File: src/rtl/twowayhandshake_recorder.sv
// Inline recorder for one valid/ready channel: emits logb/loge packets into a
// 2-entry skid buffer and stalls the channel rather than lose an event.
module twowayhandshake_recorder #(
  parameter int DATA_WIDTH = 12,
  parameter int CNT_WIDTH  = 8
) (
  input  logic                  clk,
  input  logic                  rst,
  input  logic                  in_valid,
  output logic                  in_ready,
  input  logic [DATA_WIDTH-1:0] in_data,
  output logic                  out_valid,
  input  logic                  out_ready,
  output logic [DATA_WIDTH-1:0] out_data,
  output logic                  log_valid,
  input  logic                  log_ready,
  output logic                  logb_valid,
  output logic [DATA_WIDTH-1:0] logb_data,
  output logic                  loge_valid,
  output logic [CNT_WIDTH-1:0]  rec_logb_cnt,
  output logic [CNT_WIDTH-1:0]  rec_loge_cnt
);

  typedef enum logic [1:0] {
    EMPTY = 2'b00,
    BUSY  = 2'b01,
    FULL  = 2'b10
  } state_t;

  state_t                state_q, state_d;
  logic                  space_q, space_d;
  logic                  pend_b_q, pend_b_d;
  logic                  loge_pend_q, loge_pend_d;
  logic                  o_b_q, o_b_d, o_e_q, o_e_d;
  logic [DATA_WIDTH-1:0] o_data_q, o_data_d;
  logic                  r_b_q, r_b_d, r_e_q, r_e_d;
  logic [DATA_WIDTH-1:0] r_data_q, r_data_d;
  logic [CNT_WIDTH-1:0]  cnt_b_q, cnt_b_d, cnt_e_q, cnt_e_d;

  logic                  allow_new, fire, new_b, enq, deq;
  logic                  pkt_b, pkt_e;
  logic [DATA_WIDTH-1:0] pkt_data;

  always_comb begin
    allow_new = space_q && !loge_pend_q;
    out_valid = in_valid && (pend_b_q || allow_new);
    out_data  = in_data;
    fire      = out_valid && out_ready;
    in_ready  = fire;
    new_b     = out_valid && !pend_b_q;

    pkt_b     = new_b;
    pkt_data  = new_b ? in_data : '0;
    pkt_e     = fire || loge_pend_q;
    enq       = (new_b || fire || loge_pend_q) && space_q;

    // The unused encoding reads as EMPTY so it can never present a packet.
    log_valid = (state_q == BUSY) || (state_q == FULL);
    deq       = log_valid && log_ready;

    state_d  = state_q;
    o_b_d    = o_b_q;
    o_e_d    = o_e_q;
    o_data_d = o_data_q;
    r_b_d    = r_b_q;
    r_e_d    = r_e_q;
    r_data_d = r_data_q;

    case (state_q)
      BUSY: begin
        if (enq && !deq) begin
          r_b_d    = pkt_b;
          r_e_d    = pkt_e;
          r_data_d = pkt_data;
          state_d  = FULL;
        end else if (enq && deq) begin
          o_b_d    = pkt_b;
          o_e_d    = pkt_e;
          o_data_d = pkt_data;
        end else if (deq) begin
          o_b_d    = 1'b0;
          o_e_d    = 1'b0;
          o_data_d = '0;
          state_d  = EMPTY;
        end
      end
      FULL: begin
        // No enqueue is possible here because space is already low.
        if (deq) begin
          o_b_d    = r_b_q;
          o_e_d    = r_e_q;
          o_data_d = r_data_q;
          state_d  = BUSY;
        end
      end
      default: begin
        state_d = EMPTY;
        if (enq) begin
          o_b_d    = pkt_b;
          o_e_d    = pkt_e;
          o_data_d = pkt_data;
          state_d  = BUSY;
        end
      end
    endcase

    space_d = (state_d != FULL);

    loge_pend_d = loge_pend_q;
    if (enq && loge_pend_q) loge_pend_d = 1'b0;
    if (fire && !space_q)   loge_pend_d = 1'b1;

    pend_b_d = pend_b_q;
    if (fire)                         pend_b_d = 1'b0;
    else if (out_valid && !out_ready) pend_b_d = 1'b1;

    cnt_b_d = cnt_b_q;
    cnt_e_d = cnt_e_q;
    if (enq) begin
      cnt_b_d = cnt_b_q + {{(CNT_WIDTH-1){1'b0}}, pkt_b};
      cnt_e_d = cnt_e_q + {{(CNT_WIDTH-1){1'b0}}, pkt_e};
    end
  end

  always_ff @(posedge clk or posedge rst) begin
    if (rst) begin
      state_q     <= EMPTY;
      space_q     <= 1'b0;
      pend_b_q    <= 1'b0;
      loge_pend_q <= 1'b0;
      o_b_q       <= 1'b0;
      o_e_q       <= 1'b0;
      o_data_q    <= '0;
      r_b_q       <= 1'b0;
      r_e_q       <= 1'b0;
      r_data_q    <= '0;
      cnt_b_q     <= '0;
      cnt_e_q     <= '0;
    end else begin
      state_q     <= state_d;
      space_q     <= space_d;
      pend_b_q    <= pend_b_d;
      loge_pend_q <= loge_pend_d;
      o_b_q       <= o_b_d;
      o_e_q       <= o_e_d;
      o_data_q    <= o_data_d;
      r_b_q       <= r_b_d;
      r_e_q       <= r_e_d;
      r_data_q    <= r_data_d;
      cnt_b_q     <= cnt_b_d;
      cnt_e_q     <= cnt_e_d;
    end
  end

  assign logb_valid   = o_b_q;
  assign logb_data    = o_data_q;
  assign loge_valid   = o_e_q;
  assign rec_logb_cnt = cnt_b_q;
  assign rec_loge_cnt = cnt_e_q;

endmodule

File: config.mk
export PLATFORM = sky130hd
export DESIGN_NAME = twowayhandshake_recorder
export DESIGN_NICKNAME = d
export VERILOG_FILES = /design/src/rtl/twowayhandshake_recorder.sv
export SDC_FILE = /design/constraint.sdc
export NUM_CORES = 1
export LEC_CHECK = 0
export ABC_AREA = 1
export BUFFER_PORTS_ARGS = -buffer_cell sky130_fd_sc_hd__buf_2
export CAP_MARGIN = 20
export CORE_MARGIN = 5
export CORE_UTILIZATION = 40
export CTS_CLUSTER_SIZE = 28
export DETAILED_ROUTE_END_ITERATION = 8
export GPL_TIMING_DRIVEN = 0
export SYNTH_ARGS = -nofsm -noshare
export SYNTH_HDL_FRONTEND = slang
export SYNTH_SLANG_ARGS = --single-unit
export TNS_END_PERCENT = 30
File: constraint.sdc
create_clock -name clk -period 5.55 [get_ports clk]
set_clock_uncertainty 0.05 [all_clocks]
set_input_delay 0.2775 -clock clk [delete_from_list [all_inputs] [get_ports clk]]
set_output_delay 0.2775 -clock clk [all_outputs]
set_load 0.03 [all_outputs]
==> out/qor.csv <==
stage;metric;value;unit
power;total power;1264;uW
setup_path;Required @ worst endpoint;5.73;ns
setup_path;worst r2r dst;space_q;
place;dpl cell area;3152;um^2
setup_path;Setup CP Type;flip-flop to flip-flop;
finish;design area;3258;um^2
sta;post-layout minimum cycle time;2.190;ns
setup_path;cells on worst reg2reg path;11;
yosys;flops & latches, synth;49;
floorplanning;Ports;62;
yosys;Post-synth top flop;dfrtp_1;
setup_path;crit path to;space_q;
sta;Worst Tran Pin Value;0.5238;ns
detailed_routing;via density per instance;4.836;
detailed_routing;total number of vias;2384;
finish;Layout area overhead;19.50;%
yosys;post-synthesis mux area share;0.02065;
run;Max-Cap Viols;0;
setup_path;crit path launch type;flip-flop;
clock_network;CTS tree;yes;
detailed_routing;Routed Antenna Nets;0;
yosys;YS warnings;0;
global_route;met2 Use GR;0.2683;
clock_network;Clock Tree Root;clkbuf_8;
yosys;top cell type's share of synthesized area;0.4497;
detailed_routing;Routed WL;6319;um
power;Lkg Pwr;0.001873;uW
clock_network;Setup Buffers After CTS;0;
global_route;Top Usage Layer GRT;met2;
yosys;Netlist cell types;29;
setup_path;CP most frequent cell;inv_1;
run_status;outcome;finished clean;
worst_hold_path;hold depth;5;
sta;Achievable Freq;0.4566;GHz
finish;Final Net Count;435;
clock_network;H-tree depth;2;
global_route;met3 usage;0.03006;
floorplanning;full die area;8567;um^2
place;Port-buffer cells;61;
place;post-place setup slack;3.379;ns
detailed_routing;DR DRC count;0;
global_route;gr usage total;0.1601;
detailed_routing;starting DRC count in detailed routing;112;
global_route;GRT overflow;0;
power;Peak VDD IR;0.0001696;V
yosys;EDFF count, synth;0;
finish;diodes inserted;0;
setup_path;crit path launch;state_q[0];
global_route;antenna violations before repair;0;
setup_path;Worst path slowest cell;clkbuf_1;
finish;Layout fillers;678;
finish;share of cells above drive strength 1;0.2736;
yosys;largest family of logic cells by synthesized area;simple AND/OR/NAND/NOR gates;
sta;final hold vios;0;
sta;setup ws final;3.360;ns
sta;RSZ-0062 raised after global routing;false;
yosys;compound-gate portion of the synthesized area;0.02524;
power;PD cells;388.0;nW/um^2
clock_network;worst skew pair latency;0.30;ns
detailed_routing;First-pass DRT Iterations;4;
yosys;ys async rst share;1.000;
detailed_routing;drt wl/cell;12.82;um
yosys;Yosys top cell by area;dfrtp_1;
setup_path;max incr delay on CP;0.42;ns
sta;endpoints failing setup;0;
setup_path;FF-to-FF Start;state_q[0];
sta;Hold Slack;0.2388;ns
sta;Slew HR;0.6508;
setup_path;critical path endpoint category;flip-flop;
yosys;Synth Cell Area;2726;um^2
setup_path;flop-to-flop setup slack;3.36;ns
yosys;Post-Syn Area per Cell;7.972;um^2
floorplanning;Rows;30;
clock_network;CTS clk-pin slew, worst paths;0.10;ns
floorplanning;die width;92.56;um
finish;Multi-input gate area;1175;um^2
floorplanning;Starting Density;0.4058;
yosys;main area contributors after synthesis;dfrtp_1, nand2_1, inv_1;
yosys;synthesized netlist cell count;342;
setup_path;worst-path fanout max;10;
global_route;largest net degree at the start of global routing;34;
yosys;Adder-Cell Fraction of Synth Area;0.02754;
yosys;Synth Area in XOR/XNOR;0.03534;
floorplanning;core area;6719;um^2
sta;setup_tns;0;ns
place;Final HPWL DP;4682;um
clock_network;Longest Clk Path Bufs;2;
global_route;M1 GR Usage;0.2094;
sta;fin crit share;0.3946;
place;Placer Congestion;0.8713;
yosys;Synth Area in Simple Gates;0.3222;
global_route;first-pass GRT wire length;11010;um
yosys;syn_nets;365;
clock_network;Clock Sinks;49;
global_route;vias in the first global route;2288;
setup_path;Cell Chain, Critical Path;inv_1 > ha_1 > inv_1 > buf_2 > nand2_1 > inv_1 > clkbuf_1 > o21ai_0 > o21ai_0 > inv_1 > nand3_1;
setup_path;Crit path arrival time;2.37;ns
floorplanning;Die Y;92.56;um
clock_network;TritonCTS buffer count;5;
worst_hold_path;Hold WC Path Type;input port to flip-flop;
sta;Final Slew Violations;0;
yosys;register area share after synthesis;0.4497;
finish;register area;1226;um^2
power by group:
| part | switching, uW | internal, uW | leakage (uW) |
|---|---|---|---|
| logic | 354 | 171 | 0.00117 |
| registers | 63.5 | 452 | 0.000651 |
| clock network | 122 | 101 | 0.0000512 |
repair_timing:
action                                 in CTS  in global routing
resized for setup                           0                  0
endpoints found under the hold margin      16                  0
hold buffers                                1                  0
sequential cells by signal (all words and copies together), names as in the netlist, 2 cells and up:
signal	flops
logb_data	12
r_data_q	12
rec_logb_cnt	8
rec_loge_cnt	8
state_q	2
kinds of logic after synthesis:
kind of cell,count (synthesis)
AND/OR/NAND/NOR,196
flip-flops,49
buffers and inverters,62
AO/OA/AOI/OAI,13
multiplexers,5
XOR/XNOR,11
adder cells (fa/ha/maj),6
worst min path at each step:
stage / startpoint / to / slack (ns)
detailed placement: rst / rec_logb_cnt[7] / 0.25
floorplan: in_valid / pend_b_q / 0.39
global route: in_valid / pend_b_q / 0.24
global placement: rec_logb_cnt[7] / rec_logb_cnt[7] / 0.41
finish: in_data[9] / logb_data[9] / 0.24
CTS: in_valid / pend_b_q / 0.22
routing by layer:
layer | part of all wire | up-vias
li1 | - | 1193
met1 | 0.45 | 1138
met2 | 0.50 | 46
met3 | 0.039 | 7
met4 | 0.011 | 0
met5 | 0 | -
worst max-delay path, delay by kind of cell (launching register included):
kind / cells / cell delay (ns)
buffers and inverters: 6 / 0.92
DFF: 1 / 0.38
and+or+nand+nor: 2 / 0.15
AOI/OAI and AO/OA: 2 / 0.27
adders and majority gates: 1 / 0.35
through the flow:
step | std cells | util
after global routing | 493 | 0.4849
final | 493 | 0.4849
after CTS | 493 | 0.4849
after global placement | 483 | 0.4661
after detailed placement | 484 | 0.4691
after floorplan | 342 | -
cell type report:
class,instances,area share
Tap cell,80,0.03072
Clock inverter,2,0.004224
Inverter,36,0.04147
Sequential cell,49,0.3763
Buffer,26,0.05837
Clock buffer,6,0.02535
Timing Repair Buffer,63,0.1029
Multi-Input combinational cell,231,0.3606
cells in the final DEF (no fill, tap or decap), drive strengths merged:
master and instances:
nor3 2, ha 6, nand3 21, mux2 5
dfrtp 49, xnor2 6, clkbuf 8, o21ai 9
dlygate4sd3 1, nand4 16, nor2 24, a21oi 4
buf 86, clkinv 2, xor2 5, nand2 133
inv 36
Yosys cell counts, types with 5 or more instances:
cell,instances
buf_2,5
buf_4,13
buf_6,5
dfrtp_1,49
ha_1,6
inv_1,33
mux2_2,5
nand2_1,131
nand3_1,19
nand4_1,14
nor2_1,21
o21ai_0,8
xnor2_1,6
xor2_1,5
No activity file was read; power rests on OpenSTA's default activity.
